<file path="src/rtl/multicycle_controller.sv">
// Multi-cycle CPU control FSM: sequences fetch, decode, execute, memory and
// writeback over a shared ALU and unified memory. Memory states stall on
// mem_ready, and a wait of TIMEOUT cycles or an unknown opcode parks the
// machine in ILLEGAL with a sticky fault until reset.
module multicycle_controller #(
  parameter int         TIMEOUT  = 16,
  parameter logic [5:0] JR_FUNCT = 6'b001000
) (
  input  logic       clk,
  input  logic       reset,
  input  logic [5:0] opcode,
  input  logic [5:0] functi,
  input  logic       zero,
  input  logic       mem_ready,
  output logic       pc_write,
  output logic       instr_or_data,
  output logic       mem_read,
  output logic       memory_write,
  output logic       ir_write,
  output logic [1:0] memory_to_register,
  output logic [1:0] register_destination,
  output logic       register_write,
  output logic       alu_src_a,
  output logic [1:0] alu_src_b,
  output logic [1:0] alu_operation,
  output logic [1:0] pc_source,
  output logic       fault,
  output logic [3:0] state
);

  localparam int CW = $clog2(TIMEOUT) + 1;

  typedef enum logic [3:0] {
    FETCH   = 4'd0,
    DECODE  = 4'd1,
    MEMADR  = 4'd2,
    MEMRD   = 4'd3,
    MEMWB   = 4'd4,
    MEMWR   = 4'd5,
    EXEC_R  = 4'd6,
    RWB     = 4'd7,
    EXEC_I  = 4'd8,
    EXEC_SI = 4'd9,
    IWB     = 4'd10,
    BRANCH  = 4'd11,
    JUMP    = 4'd12,
    JAL     = 4'd13,
    JR      = 4'd14,
    ILLEGAL = 4'd15
  } state_t;

  state_t         st, nxt;
  logic [CW-1:0]  cnt;
  logic           fault_q;
  logic           waiting;
  logic           expired;

  // States that wait on the memory handshake and are subject to the timeout.
  assign waiting = (st == FETCH) || (st == MEMRD) || (st == MEMWR);
  // Last permitted wait cycle: cnt counts cycles already spent without ready.
  assign expired = (cnt == CW'(TIMEOUT - 1));

  assign state = st;
  assign fault = fault_q;

  // State register.
  always_ff @(posedge clk) begin
    if (reset) st <= FETCH;
    else       st <= nxt;
  end

  // Wait counter: restarts whenever the state changes, counts stalled cycles.
  always_ff @(posedge clk) begin
    if (reset)                      cnt <= '0;
    else if (nxt != st)             cnt <= '0;
    else if (waiting && !mem_ready) cnt <= cnt + 1'b1;
  end

  // Sticky fault: set on any transition into ILLEGAL, cleared only by reset.
  always_ff @(posedge clk) begin
    if (reset)              fault_q <= 1'b0;
    else if (nxt == ILLEGAL) fault_q <= 1'b1;
  end

  // Next-state and control decode; every output defaults to inactive.
  always_comb begin
    nxt                  = st;
    pc_write             = 1'b0;
    instr_or_data        = 1'b0;
    mem_read             = 1'b0;
    memory_write         = 1'b0;
    ir_write             = 1'b0;
    memory_to_register   = 2'b00;
    register_destination = 2'b00;
    register_write       = 1'b0;
    alu_src_a            = 1'b0;
    alu_src_b            = 2'b00;
    alu_operation        = 2'b00;
    pc_source            = 2'b00;
    case (st)
      FETCH: begin
        mem_read  = 1'b1;
        alu_src_b = 2'b01;
        if (mem_ready) begin
          ir_write = 1'b1;
          pc_write = 1'b1;
          nxt      = DECODE;
        end else if (expired) begin
          nxt = ILLEGAL;
        end
      end
      DECODE: begin
        // Precompute the branch target into ALUOut while dispatching.
        alu_src_b = 2'b11;
        case (opcode)
          6'b000000: nxt = (functi == JR_FUNCT) ? JR : EXEC_R;
          6'b000001,
          6'b000010: nxt = MEMADR;
          6'b000011: nxt = EXEC_I;
          6'b000100: nxt = EXEC_SI;
          6'b000101: nxt = BRANCH;
          6'b000111: nxt = JUMP;
          6'b001000: nxt = JAL;
          default:   nxt = ILLEGAL;
        endcase
      end
      MEMADR: begin
        alu_src_a = 1'b1;
        alu_src_b = 2'b10;
        nxt       = (opcode == 6'b000001) ? MEMRD : MEMWR;
      end
      MEMRD: begin
        mem_read      = 1'b1;
        instr_or_data = 1'b1;
        if (mem_ready)    nxt = MEMWB;
        else if (expired) nxt = ILLEGAL;
      end
      MEMWB: begin
        register_write     = 1'b1;
        memory_to_register = 2'b01;
        nxt                = FETCH;
      end
      MEMWR: begin
        memory_write  = 1'b1;
        instr_or_data = 1'b1;
        if (mem_ready)    nxt = FETCH;
        else if (expired) nxt = ILLEGAL;
      end
      EXEC_R: begin
        alu_src_a     = 1'b1;
        alu_operation = 2'b10;
        nxt           = RWB;
      end
      RWB: begin
        register_write       = 1'b1;
        register_destination = 2'b01;
        nxt                  = FETCH;
      end
      EXEC_I: begin
        alu_src_a = 1'b1;
        alu_src_b = 2'b10;
        nxt       = IWB;
      end
      EXEC_SI: begin
        alu_src_a     = 1'b1;
        alu_src_b     = 2'b10;
        alu_operation = 2'b01;
        nxt           = IWB;
      end
      IWB: begin
        register_write = 1'b1;
        nxt            = FETCH;
      end
      BRANCH: begin
        alu_src_a     = 1'b1;
        alu_operation = 2'b01;
        pc_source     = 2'b01;
        pc_write      = zero;
        nxt           = FETCH;
      end
      JUMP: begin
        pc_source = 2'b10;
        pc_write  = 1'b1;
        nxt       = FETCH;
      end
      JAL: begin
        // PC already holds PC+4 from fetch, so it is the link value.
        pc_source            = 2'b10;
        pc_write             = 1'b1;
        register_write       = 1'b1;
        register_destination = 2'b10;
        memory_to_register   = 2'b10;
        nxt                  = FETCH;
      end
      JR: begin
        pc_source = 2'b11;
        pc_write  = 1'b1;
        nxt       = FETCH;
      end
      ILLEGAL: nxt = ILLEGAL;
      default: nxt = ILLEGAL;
    endcase
  end

endmodule

</file>
<file path="config.mk">
export PLATFORM = sky130hd
export DESIGN_NAME = multicycle_controller
export DESIGN_NICKNAME = d
export VERILOG_FILES = /design/src/rtl/multicycle_controller.sv
export SDC_FILE = /design/constraint.sdc
export NUM_CORES = 1
export LEC_CHECK = 0
export BUFFER_PORTS_ARGS = -buffer_cell sky130_fd_sc_hd__buf_4
export CAP_MARGIN = 5
export CORE_ASPECT_RATIO = 1.2
export CORE_MARGIN = 10
export CORE_UTILIZATION = 41
export DETAILED_ROUTE_END_ITERATION = 10
export GPL_TIMING_DRIVEN = 1
export MAX_ROUTING_LAYER = met4
export PLACE_DENSITY = 0.79
export SLEW_MARGIN = 20
export SYNTH_ARGS = -nofsm -noshare
export SYNTH_HDL_FRONTEND = slang
export SYNTH_SLANG_ARGS = --single-unit
</file>
<file path="constraint.sdc">
create_clock -name clk -period 2.9 [get_ports clk]
set_input_delay 0.58 -clock clk [delete_from_list [all_inputs] [get_ports clk]]
set_output_delay 0.58 -clock clk [all_outputs]
set_load 0.005 [all_outputs]
</file>
After elaboration in Yosys (flattened, before gate mapping). Index checks and enable logic that the tools add are counted.

Add/subtract/negate cells: 1. Equal/unequal tests: 26. Mux-type cells: 21. Reduce and logical (&&, ||, !) cells: 18.

Operators with widths (number): == test 4 bit, second input constant (9); case mux 4 bit (9 select lines) (1); case mux 4 bit (7 select lines) (1); two-way mux 4 bit (5); == test 6 x 3 -> 1 bit, second input constant (3); == test 4 x 3 -> 1 bit, second input constant (4); OR reduction 2 bit (7); == test 6 x 2 -> 1 bit, second input constant (2); == test 6 x 4 -> 1 bit, second input constant (2); case mux 2 bit (2 select lines) (3); case mux 2 bit (3 select lines) (2); == test 4 x 2 -> 1 bit, second input constant (2); two-way mux 1 bit (7); OR reduction 7 bit (1); == test 6 x 1 -> 1 bit, second input constant (1); zero test 6 bit (1); OR reduction 3 bit (2); adder 5 x 1 -> 5 bit, second input constant (1); == test 5 x 4 -> 1 bit, second input constant (1); OR reduction 5 bit (1); == test 4 x 1 -> 1 bit, second input constant (1); zero test 4 bit (1); != test 4 bit (1); OR reduction 4 bit (1); other kinds (5) (6).

Register bits after elaboration: 10. Bits of input ports: 16. Output and inout port bits: 22. Logic and storage cells: 69.

Depth between registers and ports, before layout.
Depth in word-level cells: 6. Mapped depth: 9. Gate-level depth less buffers: 9.

Worst setup path before layout. OpenSTA, ideal clock, no wires.

Path type: register -> register. From: register cnt[0]. To: register cnt[4]. Setup time: 0.104 ns. Arrival: 1.963 ns. Required time: 2.796 ns. Slack: 0.833 ns. Stages on the path, launching flop included: 10. Path buffers: 0. Period minus slack after synthesis: 2.067 ns. Cell sequence: dfxtp_1 ha_1 and3_1 ha_1 nand3b_1 a211o_1 a32oi_2 mux2i_1 a31o_4 a2111oi_2.

Longest elaborated chain between the ends: 6. Elaborated cells on any way between the ends: 9. Classes of those cells: add/sub (1); eq/ne (2); mux (5); reduce/logical (1).

Ends and longest elaborated chain: start: declaration (RTL line 53) `logic [CW-1:0] cnt;`; start signal: assignment (RTL line 76) `else if (waiting && !mem_ready) cnt <= cnt + 1'b1;`; == test 5 x 4 -> 1 bit (RTL line 61) `assign expired = (cnt == CW'(TIMEOUT - 1));`; two-way mux 4 bit (RTL line 108, 136, 147); two-way mux 4 bit (on tied branches) (RTL line 146, 104, 135); case mux 4 bit (9 select lines) (RTL line 100) `case (st)`; != test 4 bit (RTL line 75) `else if (nxt != st) cnt <= '0;`; OR reduction 2 bit (no source line).

Parallel ways exist; a longest one is shown, timed or not. A chain may end at the register's enable or synchronous reset.

Worst setup path in the final report.
From: register st[3], in the netlist state[3]. To: output ir_write.

Longest elaborated chain between the ends: 2.

Ends and longest elaborated chain: start: declaration (RTL line 52) `state_t st, nxt;`; start signal: assignment (RTL line 69) `else st <= nxt;`; zero test 4 bit (RTL line 100); two-way mux 1 bit (RTL line 100); end: declaration (RTL line 19) `output logic ir_write,`.

No other way between the ends.

==> impl_metrics.py <==
metrics = {
    "yosys": {
        "synth_top_flop_cell": "dfxtp_1",
        "syn_area_sq_um": 1090,
        "synth_edf_count": 0,
        "avgSynthCellArea_sq_um": 6.99,
        "syn-num-nets": 174,
        "synthCells": 156,
        "yosysSeqAreaShare": 0.184,
        "async_flop_share": 0,
        "synth-seq-cells": 10,
        "ys_types": 47,
        "yosysWarnings": 0,
    },
    "pwr": {
        "p_seq_frac": 0.216,
        "p_leak_nw": 0.591,
        "p_switching_mw": 0.702,
        "swShare": 0.490,
        "power_frac_comb": 0.698,
        "p_clk_frac": 0.086,
        "ir_drop_mv": 0.471,
        "powerDensity_nw_per_um2": 1030,
        "p_int_mw": 0.732,
    },
    "clock_network": {
        "ctsHoldBuffers": 0,
        "cts_setup_buffers": 0,
        "cts.clk_slew.worst_paths_ns": 0.06,
        "cts_tree": "yes",
        "root_buffer": "clkbuf_4",
        "insertion_delay_ns": 0.26,
        "clockBufferDepth": 2,
        "ctsResizeCount": 0,
        "cts_buffers": 3,
        "htree_levels": 1,
        "clock_sinks": 10,
    },
    "finish": {
        "area_growth_pct": 27.6,
        "layout-drive-gt1-share": 0.273,
        "nets": 206,
        "n_antenna_cell": 0,
        "fillCellCount": 264,
    },
    "sta": {
        "slew_headroom": 0.488,
        "final.min_clock_period_ns": 2.51,
        "rsz0062_at_grt": "no",
        "worst_pin_slew_ns": 0.767,
        "setup_tns_ns": 0,
        "timing.final.ws_setup_ns": 0.385,
        "max_freq_ghz": 0.398,
        "setup_violations": 0,
        "finalClockSkew_ns": 0.00329,
        "hold_viol_final": 0,
        "fin_crit_sh": 0.867,
        "drv_slew": 0,
    },
    "global_route": {
        "grt_pass1_wl_mm": 5.44,
        "grt_max_degree": 26,
        "antenna_found_initial": 0,
        "grt_usage": 0.129,
        "grt_pass1_vias": 1233,
        "grt.overflow.total": 0,
    },
    "hold_path": {
        "holdCritPathClass": "reg2reg",
    },
    "outcome": {
        "status": "complete, no violations",
    },
    "worst_setup_path": {
        "crit_path_end_kind": "output port",
        "start_kind": "flop",
        "path_max_fanout": 23,
        "path_class": "reg2out",
        "crit_arrival_ns": 1.93,
        "cp.required_ns": 2.32,
    },
    "floorplanning": {
        "io_pins": 38,
        "die_w_microns": 67.1,
        "fp.dieH_microns": 76.5,
        "fp-row-count": 20,
        "design.core.area_sq_um": 2550,
        "start_util": 0.427,
        "die_area_sq_um": 5130,
    },
    "drt": {
        "drt_first_iter_violations": 38,
        "routed_via_density": 5.71,
        "vias": 1256,
        "wl_per_cell_microns": 14.8,
        "totalWireLength_mm": 3.26,
        "drt-pass1-iter-count": 4,
        "detail-route-antenna-nets": 0,
        "drcViolationCount": 0,
    },
    "flow_run": {
        "cap_violations": 0,
    },
    "placement": {
        "port_buffers": 37,
        "dp_worst_setup_slack_ns": 0.570,
        "gp_congestion": 0.880,
        "dpl.hpwl_mm": 2.67,
    },
}
## placed cells by master, fill, tap and decap left out, types with 3 or more instances in the layout
cell	count
nor2_1	18
xor2_1	5
and2_1	3
nor4_1	3
a21oi_1	7
clkbuf_4	3
o21ai_0	6
and3_1	3
buf_4	38
nor2b_1	3
nand2b_1	7
o211ai_1	3
nand2_1	19
dfxtp_1	10
nor3_1	9
mux2i_1	4
nand3_1	7
xnor2_1	3
inv_1	5
## routing by layer
| layer | GRT usage | wire, microns | vias up |
|---|---|---|---|
| met3 | 0.0265 | 184 | 8 |
| met4 | 0.0432 | 62 | 0 |
| met2 | 0.223 | 1760 | 51 |
| li1 | - | - | 625 |
| met1 | 0.140 | 1250 | 572 |
| met5 | - | 0 | - |
## state kept, by name (all words and copies together) (netlist names)
| register | flops |
|---|---|
| state | 4 |
| fault | 1 |
| cnt | 5 |
## power groups by stage
stage / registers [mW] / clock network, mW / logic, mW
after global routing: 0.325 / 0.133 / 1.12
after global placement: 0.307 / 0 / 0.980
final: 0.310 / 0.123 / 1.00
after detailed placement: 0.308 / 0 / 1.01
after CTS: 0.304 / 0.125 / 1.01
after floorplan: 0.211 / 0 / 0.766
## area by class of cell
class / count / area (sq um) / share of cell area
tap: 33 / 41.3 / 0.0297
inverter: 5 / 18.8 / 0.0135
clock buffer: 4 / 36.3 / 0.0261
sequential: 10 / 200 / 0.144
timing repair buffer: 38 / 285 / 0.205
multi-input combinational: 130 / 808 / 0.581
## worst paths after layout
kind / startpoint / end / slack, ns / depth (start not counted)
setup reg to reg: cnt[0] / cnt[4] / 0.54 / 9
setup / recovery: state[3] / ir_write / 0.39 / 4
hold / removal: fault / fault / 0.48 / 2
hold reg to reg: fault / fault / 0.48 / 2
## critical path, cell delays in order (launching register included)
cell and delay, ns:
dfxtp_1 0.55, or2_2 0.45, nor3_1 0.38, and2_1 0.19, buf_4 0.10
## cell families (layout without fill, tap and decap cells)
logic type	after synthesis	after routing	synth area share
multiplexers	4	4	0.0367
AND/OR/NAND/NOR	80	80	0.363
buffers and inverters	16	47	0.0746
XOR/XNOR	8	8	0.0643
AO/OA/AOI/OAI	36	36	0.255
adder cells (fa/ha/maj)	2	2	0.0230
flip-flops	10	10	0.184
## through the flow
stage               total power, mW  utilization  area (sq um)  cells  hold WS [ns]
floorplan                     0.977            -          1090    156         0.465
global placement               1.29        0.530          1350    216         0.463
detailed placement             1.31        0.530          1350    216         0.475
CTS                            1.44        0.545          1390    220         0.485
global route                   1.57        0.545          1390    220         0.528
finish                         1.43        0.545          1390    220         0.480
## cell usage after synthesis (2+ instances only)
master / n / area [sq um]
nand2_1: 19 / 71.3
nor2_1: 18 / 67.6
dfxtp_1: 10 / 200
nor3_1: 9 / 45.0
a21oi_1: 7 / 35.0
nand2b_1: 7 / 43.8
nand3_1: 7 / 35.0
o21ai_0: 6 / 30.0
inv_1: 5 / 18.8
xor2_1: 5 / 43.8
buf_2: 4 / 20.0
mux2i_1: 4 / 40.0
and2_1: 3 / 18.8
and3_1: 3 / 18.8
nor2b_1: 3 / 18.8
nor4_1: 3 / 18.8
o211ai_1: 3 / 22.5
xnor2_1: 3 / 26.3
a221oi_1: 2 / 17.5
a31oi_1: 2 / 12.5
buf_1: 2 / 7.51
buf_4: 2 / 15.0
ha_1: 2 / 25.0
nand4_1: 2 / 12.5
o22ai_1: 2 / 12.5
or3_1: 2 / 12.5
(Power assumes the default switching activity.)
